<file path="src/rtl/mem_pkg.sv">
// Shared types and constants for the main-memory arbiter.
package mem_pkg;

    localparam int unsigned MemAw = 30;
    localparam int unsigned MemDw = 32;

    // Reads always fetch the whole word.
    localparam logic [3:0] RdByteEn = 4'b1111;

    typedef enum logic [1:0] {
        StIdle,
        StBusy,
        StAck
    } state_e;

    typedef enum logic [1:0] {
        OwnNone,
        OwnWb,
        OwnD,
        OwnI
    } owner_e;

    // Next value of one requester's starvation counter. The counter only moves at an
    // IDLE grant (arb); it is cleared whenever the requester is idle or wins.
    function automatic logic [3:0] starve_next(input logic [3:0] cnt,
                                               input logic       req,
                                               input logic       arb,
                                               input logic       won,
                                               input logic [3:0] limit);
        logic [3:0] nxt;
        nxt = cnt;
        if (!req) begin
            nxt = 4'd0;
        end else if (arb) begin
            if (won) begin
                nxt = 4'd0;
            end else if (cnt < limit) begin
                nxt = cnt + 4'd1;
            end
        end
        return nxt;
    endfunction

endpackage

</file>
<file path="src/rtl/arb_prio3.sv">
// Combinational 3-way fixed-priority pick; starved requesters form a higher tier.
// Slot 0 is the highest priority within each tier.
module arb_prio3 (
    input  logic [2:0] i_req,
    input  logic [2:0] i_starved,
    output logic [2:0] o_gnt,
    output logic       o_any
);

    logic [2:0] w_cand;

    // Choose the tier, then take the lowest-index candidate within it.
    always_comb begin
        w_cand = i_req & i_starved;
        if (w_cand == 3'b000) begin
            w_cand = i_req;
        end
        o_gnt = 3'b000;
        if (w_cand[0]) begin
            o_gnt = 3'b001;
        end else if (w_cand[1]) begin
            o_gnt = 3'b010;
        end else if (w_cand[2]) begin
            o_gnt = 3'b100;
        end
    end

    assign o_any = |i_req;

endmodule

</file>
<file path="src/rtl/mem_arbiter.sv">
// Main-memory port arbiter: write buffer, dcache and icache share one memory port.
// One operation at a time through IDLE -> BUSY -> ACK, with a BUSY timeout.
module mem_arbiter
    import mem_pkg::*;
#(
    parameter int unsigned AW           = MemAw,
    parameter int unsigned DW           = MemDw,
    parameter int unsigned STARVE_LIMIT = 4,
    parameter int unsigned TIMEOUT      = 255
) (
    input  logic          clk,
    input  logic          reset,
    input  logic          swc,
    input  logic          wbreq,
    input  logic [AW-1:0] wbadr,
    input  logic [DW-1:0] wbdata,
    input  logic [3:0]    wbbyteen,
    output logic          wbdone,
    input  logic          dreq,
    input  logic [AW-1:0] dadr,
    output logic          ddone,
    input  logic          ireq,
    input  logic [AW-1:0] iadr,
    output logic          idone,
    output logic [DW-1:0] rdata,
    output logic [AW-1:0] memadr,
    output logic [DW-1:0] memwdata,
    output logic [3:0]    membyteen,
    output logic          memrwb,
    output logic          memen,
    input  logic [DW-1:0] memrdata,
    input  logic          memdone,
    output logic          err
);

    localparam logic [3:0] StarveMax = 4'(STARVE_LIMIT);
    localparam logic [7:0] TmoLast   = 8'(TIMEOUT - 1);

    state_e        r_state, w_state_nxt;
    owner_e        r_owner, w_owner_nxt;
    logic [AW-1:0] r_memadr, w_memadr_nxt;
    logic [DW-1:0] r_memwdata, w_memwdata_nxt;
    logic [3:0]    r_membyteen, w_membyteen_nxt;
    logic          r_memrwb, w_memrwb_nxt;
    logic          r_memen, w_memen_nxt;
    logic [DW-1:0] r_rdata, w_rdata_nxt;
    logic          r_wbdone, w_wbdone_nxt;
    logic          r_ddone, w_ddone_nxt;
    logic          r_idone, w_idone_nxt;
    logic          r_err, w_err_nxt;
    logic [7:0]    r_tmo, w_tmo_nxt;
    logic [3:0]    r_stv_wb, r_stv_d, r_stv_i;
    logic [3:0]    w_stv_wb_nxt, w_stv_d_nxt, w_stv_i_nxt;

    logic [2:0]    w_req_slot, w_stv_slot, w_gnt_slot;
    logic          w_any, w_arb;
    logic          w_gnt_wb, w_gnt_d, w_gnt_i;

    // Slot order is wb, primary, secondary; swc decides which cache is primary.
    assign w_req_slot = {swc ? dreq : ireq, swc ? ireq : dreq, wbreq};
    assign w_stv_slot = {swc ? (r_stv_d == StarveMax) : (r_stv_i == StarveMax),
                         swc ? (r_stv_i == StarveMax) : (r_stv_d == StarveMax),
                         r_stv_wb == StarveMax};

    arb_prio3 u_prio (
        .i_req     (w_req_slot),
        .i_starved (w_stv_slot),
        .o_gnt     (w_gnt_slot),
        .o_any     (w_any)
    );

    assign w_gnt_wb = w_gnt_slot[0];
    assign w_gnt_d  = swc ? w_gnt_slot[2] : w_gnt_slot[1];
    assign w_gnt_i  = swc ? w_gnt_slot[1] : w_gnt_slot[2];
    assign w_arb    = (r_state == StIdle) && w_any;

    // Starvation bookkeeping: losers at a grant count up, winners and idle requesters clear.
    always_comb begin
        w_stv_wb_nxt = starve_next(r_stv_wb, wbreq, w_arb, w_gnt_wb, StarveMax);
        w_stv_d_nxt  = starve_next(r_stv_d,  dreq,  w_arb, w_gnt_d,  StarveMax);
        w_stv_i_nxt  = starve_next(r_stv_i,  ireq,  w_arb, w_gnt_i,  StarveMax);
    end

    // FSM next state and registered memory-side / requester-side outputs.
    always_comb begin
        w_state_nxt     = r_state;
        w_owner_nxt     = r_owner;
        w_memadr_nxt    = r_memadr;
        w_memwdata_nxt  = r_memwdata;
        w_membyteen_nxt = r_membyteen;
        w_memrwb_nxt    = r_memrwb;
        w_memen_nxt     = r_memen;
        w_rdata_nxt     = r_rdata;
        w_tmo_nxt       = r_tmo;
        w_wbdone_nxt    = 1'b0;
        w_ddone_nxt     = 1'b0;
        w_idone_nxt     = 1'b0;
        w_err_nxt       = 1'b0;
        unique case (r_state)
            StIdle: begin
                if (w_gnt_wb) begin
                    w_owner_nxt     = OwnWb;
                    w_memadr_nxt    = wbadr;
                    w_memwdata_nxt  = wbdata;
                    w_membyteen_nxt = wbbyteen;
                    w_memrwb_nxt    = 1'b0;
                end else if (w_gnt_d) begin
                    w_owner_nxt     = OwnD;
                    w_memadr_nxt    = dadr;
                    w_membyteen_nxt = RdByteEn;
                    w_memrwb_nxt    = 1'b1;
                end else if (w_gnt_i) begin
                    w_owner_nxt     = OwnI;
                    w_memadr_nxt    = iadr;
                    w_membyteen_nxt = RdByteEn;
                    w_memrwb_nxt    = 1'b1;
                end
                if (w_any) begin
                    w_memen_nxt = 1'b1;
                    w_tmo_nxt   = 8'd0;
                    w_state_nxt = StBusy;
                end
            end
            StBusy: begin
                if (memdone) begin
                    if (r_memrwb) begin
                        w_rdata_nxt = memrdata;
                    end
                    w_memen_nxt = 1'b0;
                    w_state_nxt = StAck;
                    // Pulse lands in ACK, the same cycle rdata becomes valid.
                    unique case (r_owner)
                        OwnWb:   w_wbdone_nxt = 1'b1;
                        OwnD:    w_ddone_nxt  = 1'b1;
                        OwnI:    w_idone_nxt  = 1'b1;
                        default: ;
                    endcase
                end else if (r_tmo == TmoLast) begin
                    // Abort without a done; the requester still holds req and retries.
                    w_memen_nxt = 1'b0;
                    w_err_nxt   = 1'b1;
                    w_owner_nxt = OwnNone;
                    w_state_nxt = StIdle;
                end else begin
                    w_tmo_nxt = r_tmo + 8'd1;
                end
            end
            StAck: begin
                w_owner_nxt = OwnNone;
                w_state_nxt = StIdle;
            end
            default: begin
                w_owner_nxt = OwnNone;
                w_memen_nxt = 1'b0;
                w_state_nxt = StIdle;
            end
        endcase
    end

    // State register with synchronous active-low reset.
    always_ff @(posedge clk) begin
        if (!reset) begin
            r_state     <= StIdle;
            r_owner     <= OwnNone;
            r_memadr    <= '0;
            r_memwdata  <= '0;
            r_membyteen <= 4'd0;
            r_memrwb    <= 1'b1;
            r_memen     <= 1'b0;
            r_rdata     <= '0;
            r_wbdone    <= 1'b0;
            r_ddone     <= 1'b0;
            r_idone     <= 1'b0;
            r_err       <= 1'b0;
            r_tmo       <= 8'd0;
            r_stv_wb    <= 4'd0;
            r_stv_d     <= 4'd0;
            r_stv_i     <= 4'd0;
        end else begin
            r_state     <= w_state_nxt;
            r_owner     <= w_owner_nxt;
            r_memadr    <= w_memadr_nxt;
            r_memwdata  <= w_memwdata_nxt;
            r_membyteen <= w_membyteen_nxt;
            r_memrwb    <= w_memrwb_nxt;
            r_memen     <= w_memen_nxt;
            r_rdata     <= w_rdata_nxt;
            r_wbdone    <= w_wbdone_nxt;
            r_ddone     <= w_ddone_nxt;
            r_idone     <= w_idone_nxt;
            r_err       <= w_err_nxt;
            r_tmo       <= w_tmo_nxt;
            r_stv_wb    <= w_stv_wb_nxt;
            r_stv_d     <= w_stv_d_nxt;
            r_stv_i     <= w_stv_i_nxt;
        end
    end

    assign memadr    = r_memadr;
    assign memwdata  = r_memwdata;
    assign membyteen = r_membyteen;
    assign memrwb    = r_memrwb;
    assign memen     = r_memen;
    assign rdata     = r_rdata;
    assign wbdone    = r_wbdone;
    assign ddone     = r_ddone;
    assign idone     = r_idone;
    assign err       = r_err;

endmodule

</file>
<file path="config.mk">
export PLATFORM = sky130hd
export DESIGN_NAME = mem_arbiter
export DESIGN_NICKNAME = d
export VERILOG_FILES = /design/src/rtl/mem_pkg.sv /design/src/rtl/arb_prio3.sv /design/src/rtl/mem_arbiter.sv
export SDC_FILE = /design/constraint.sdc
export NUM_CORES = 1
export LEC_CHECK = 0
export ABC_AREA = 0
export CAP_MARGIN = 5
export CORE_MARGIN = 4
export CORE_UTILIZATION = 42
export CTS_CLUSTER_DIAMETER = 120
export CTS_CLUSTER_SIZE = 12
export DETAILED_ROUTE_END_ITERATION = 16
export GPL_ROUTABILITY_DRIVEN = 0
export PLACE_DENSITY = 0.91
export SYNTH_ARGS = -nofsm -noshare
export SYNTH_HDL_FRONTEND = slang
export SYNTH_SLANG_ARGS = --single-unit
export TNS_END_PERCENT = 30
</file>
<file path="constraint.sdc">
create_clock -name clk -period 2.24 [get_ports clk]
set_input_delay 0.448 -clock clk [delete_from_list [all_inputs] [get_ports clk]]
set_output_delay 0.448 -clock clk [all_outputs]
set_load 0.01 [all_outputs]
</file>
==> flow_summary.toml, run 1 <==
[min_path]
hp-class = "reg2reg"
hold_path_end = "memwdata[13]"
worstHoldStart = "memwdata[13]"
min_path_cells = 2

[timing]
rsz0062_at_grt = "true"
layout_setup_ws_ns = 0.03715
slew_headroom_pct = 48.51
setup_viol = 0
tns_ns = 0
drv_slew = 0
final_hold_viol_count = 0
period_share_pct = 98.34
tightest_slew_ns = 0.7724
min_period_ns = 2.203
fmaxAchievable_mhz = 454.0
clock_skew_ns = 0.009125

[cts]
cts_max_level = 4
cts_num_sinks = 128
cts_buffers = 17
path_clk_slew_ns = 0.06
cts_root_buf = "clkbuf_16"
cts_tree = "built"
cts_hold_buffers = 0
clockBufferDepth = 2
clkLatencyLatePin_ns = 0.41

[drt]
vias = 6108
drtIter0Drc = 288
viasPerCell = 5.325
dr.pass1.iters = 5
routed_wl_um = 18940
drtAntennaViolNets = 0
drc_errors = 0
wire_per_inst_um = 16.51

[logic_synthesis]
seq_area_frac_synth_pct = 44.27
avgSynthCellArea_um2 = 8.600
synth_xor_area_share_pct = 0.9079
synth_area_leaders = "dfxtp_1, nand2_1, a21oi_1, a211oi_2, a211oi_1"
synth_edf_count = 0
synth_cells = 673
synth.area.mux_share_pct = 0.1729
synth_area_mm2 = 0.005788
synth-simple-area-share_pct = 16.04
async_flop_share_pct = 0
synth-seq-cells = 128
ys.warnings.count = 0
synth_top_family_by_area = "compound AO/OA/AOI/OAI gates"
ys_types = 56
yosys.cell_count.top_type = "nand2_1"
synth-compound-area-share_pct = 31.41
synth.top_cell.area_share_pct = 44.27
yosys.area.top_type = "dfxtp_1"
synthAdderAreaFrac_pct = 1.924
syn-num-nets = 846
synth_commonest_cells = "nand2_1, dfxtp_1, a21oi_1, a211oi_1, clkbuf_1"
yosys_most_used_dff = "dfxtp_1"

[critical_path]
endpoint_kind = "flop"
slowest_stage = "a2111oi_1"
r2r-start = "r_stv_d[0]"
reg2reg_slack_ns = 0.04
path_delay_family = "compound AO/OA/AOI/OAI gates"
crit_arrival_ns = 2.48
critPathKind = "reg2reg"
path_cells = "inv_1 > ha_1 > nand3b_1 > maj3_2 > a221oi_4 > buf_12 > buf_4 > clkbuf_16 > a2111oi_1 > a211oi_2"
crit_fanout = 13
slowest_delay_ns = 0.45
reg2reg_depth = 10
cp_num_buf_inv = 4
cp.required_ns = 2.51
r2r-end = "memadr[10]"
cp-start-kind = "flop"

[cells_and_area]
drive_above_1_share_pct = 12.67
synthToLayoutAreaGrowth_pct = 65.78
final_cells = 1147
nNetsFinal = 1132
num_antenna_cells = 0
num-fill-cells = 983
design_area_mm2 = 0.009595

[placed_design]
pre_cts_ws_ns = -0.2446
io_buffer_count = 268
placed_cells = 1112
dp_hpwl_um = 13890
placed_area_mm2 = 0.008930

[grt]
grt-ovfl-total = 0
grt_max_degree = 73
track_usage_pct = 22.75
antenna_found_initial = 0
grt_pass1_wl_um = 29300
grt_pass1_vias = 6031

[floorplanning]
rows = 42
io-pin-count = 269
start_util_pct = 43.36
core_area_mm2 = 0.01335
fp.dieW_um = 125.4
dieHeight_um = 125.4
die-area_mm2 = 0.01572

[power_and_ir_drop]
fin_total_pwr_w = 0.006686
leakage_nw = 3.439
p_per_area_mw_per_mm2 = 696.8
vdd_drop_max_mv = 0.6882

[job]
cap_violations = 0

[status]
status = "finished, final reports clean"
==> cell families after synthesis <==
| group | count (synthesis) |
|---|---|
| AOI/OAI and AO/OA | 251 |
| buffers and inverters | 65 |
| muxes | 1 |
| adders and majority gates | 9 |
| DFF | 128 |
| and+or+nand+nor | 213 |
| xor gates and xnor gates | 6 |
==> worst max-delay path by stage <==
stage / startpoint / endpoint / slack (ns) / cells after the start
3_3_place_gp: wbreq / r_stv_wb[1] / -0.11 / 7
5_1_grt: r_stv_d[0] / memadr[10] / -0.04 / 10
6_report: r_stv_d[0] / memadr[10] / 0.04 / 10
4_1_cts: r_stv_i[0] / memadr[8] / 0.02 / 9
2_1_floorplan: r_stv_i[0] / memadr[20] / 0.22 / 8
3_5_place_dp: dreq / memadr[29] / -0.24 / 8
==> repair_timing <==
item / 4_1_cts / 5_1_grt
gates cloned: 0 / 1
setup buffers: 0 / 3
gates resized for setup: 0 / 7
pin swaps: 1 / 6
setup endpoints to repair: 1 / 20
==> power breakdown <==
group	switching, W	internal, W	leakage, nW
logic	0.000600	0.000773	2.10
registers	0.000117	0.00243	1.05
clock network	0.00102	0.00175	0.287
==> stage by stage <==
| stage | utilization, % | hold WS, ns |
|---|---|---|
| final | 71.89 | 0.4516 |
| after global routing | 71.89 | 0.4670 |
| after CTS | 71.34 | 0.4532 |
| after detailed placement | 66.90 | 0.4453 |
| after global placement | 66.90 | 0.4380 |
| after floorplan | - | 0.4165 |
==> placed cells by master, fill, tap and decap left out, types with 3 or more instances in the layout <==
master,n
o21a_1,31
nand2_1,147
nor3_1,4
buf_12,10
bufinv_16,3
clkdlybuf4s50_1,268
a211oi_2,24
a2111oi_1,18
dfxtp_1,126
xnor2_1,6
nand4_1,3
clkinv_4,3
and3_1,4
o21ai_0,7
clkinv_2,3
clkbuf_16,18
ha_1,8
a21oi_1,104
nor3b_1,4
buf_4,43
a211oi_1,38
a31oi_1,3
a2111oi_0,11
nor2_1,22
nand3_1,7
inv_1,9
==> layout make-up <==
| type | count | area (um^2) | area share, % |
|---|---|---|---|
| Clock buffer | 18 | 429.2 | 4.473 |
| Timing Repair Buffer | 322 | 3231 | 33.67 |
| Inverter | 10 | 37.54 | 0.3912 |
| Tap cell | 176 | 220.2 | 2.295 |
| Sequential cell | 128 | 2565 | 26.73 |
| Clock inverter | 13 | 163.9 | 1.708 |
| Multi-Input combinational cell | 480 | 2949 | 30.73 |
==> per-layer routing <==
metal | track usage, % | wire length (um) | vias to the layer above | share of wire (%)
li1 | - | - | 3014 | -
met2 | 40.46 | 9627 | 244 | 51
met4 | 8.546 | 502 | 0 | 2.7
met1 | 24.54 | 7384 | 2818 | 39
met5 | 0 | 0 | - | 0
met3 | 8.614 | 1423 | 32 | 7.5
==> sequential cells by signal, indices dropped and copies added (netlist names), 2 cells and up <==
name       cells
r_stv_d        4
r_stv_i        4
memwdata      32
r_stv_wb       4
r_state        2
memadr        30
membyteen      4
r_owner        2
r_tmo          8
rdata         32
==> tightest hold or removal path, delay by kind of cell, from the launching register on <==
kind / cells / cell delay (ns)
and+or+nand+nor: 1 / 0.05
AOI/OAI and AO/OA: 1 / 0.05
DFF: 1 / 0.30
Note: power is estimated with default switching activity, not from simulation.
==> run 2: changes to the inputs <==
Settings changed: CAP_MARGIN 5 to 20.
==> results of run 2 <==
Final layout, timing and power as in run 1 (identical DEF).
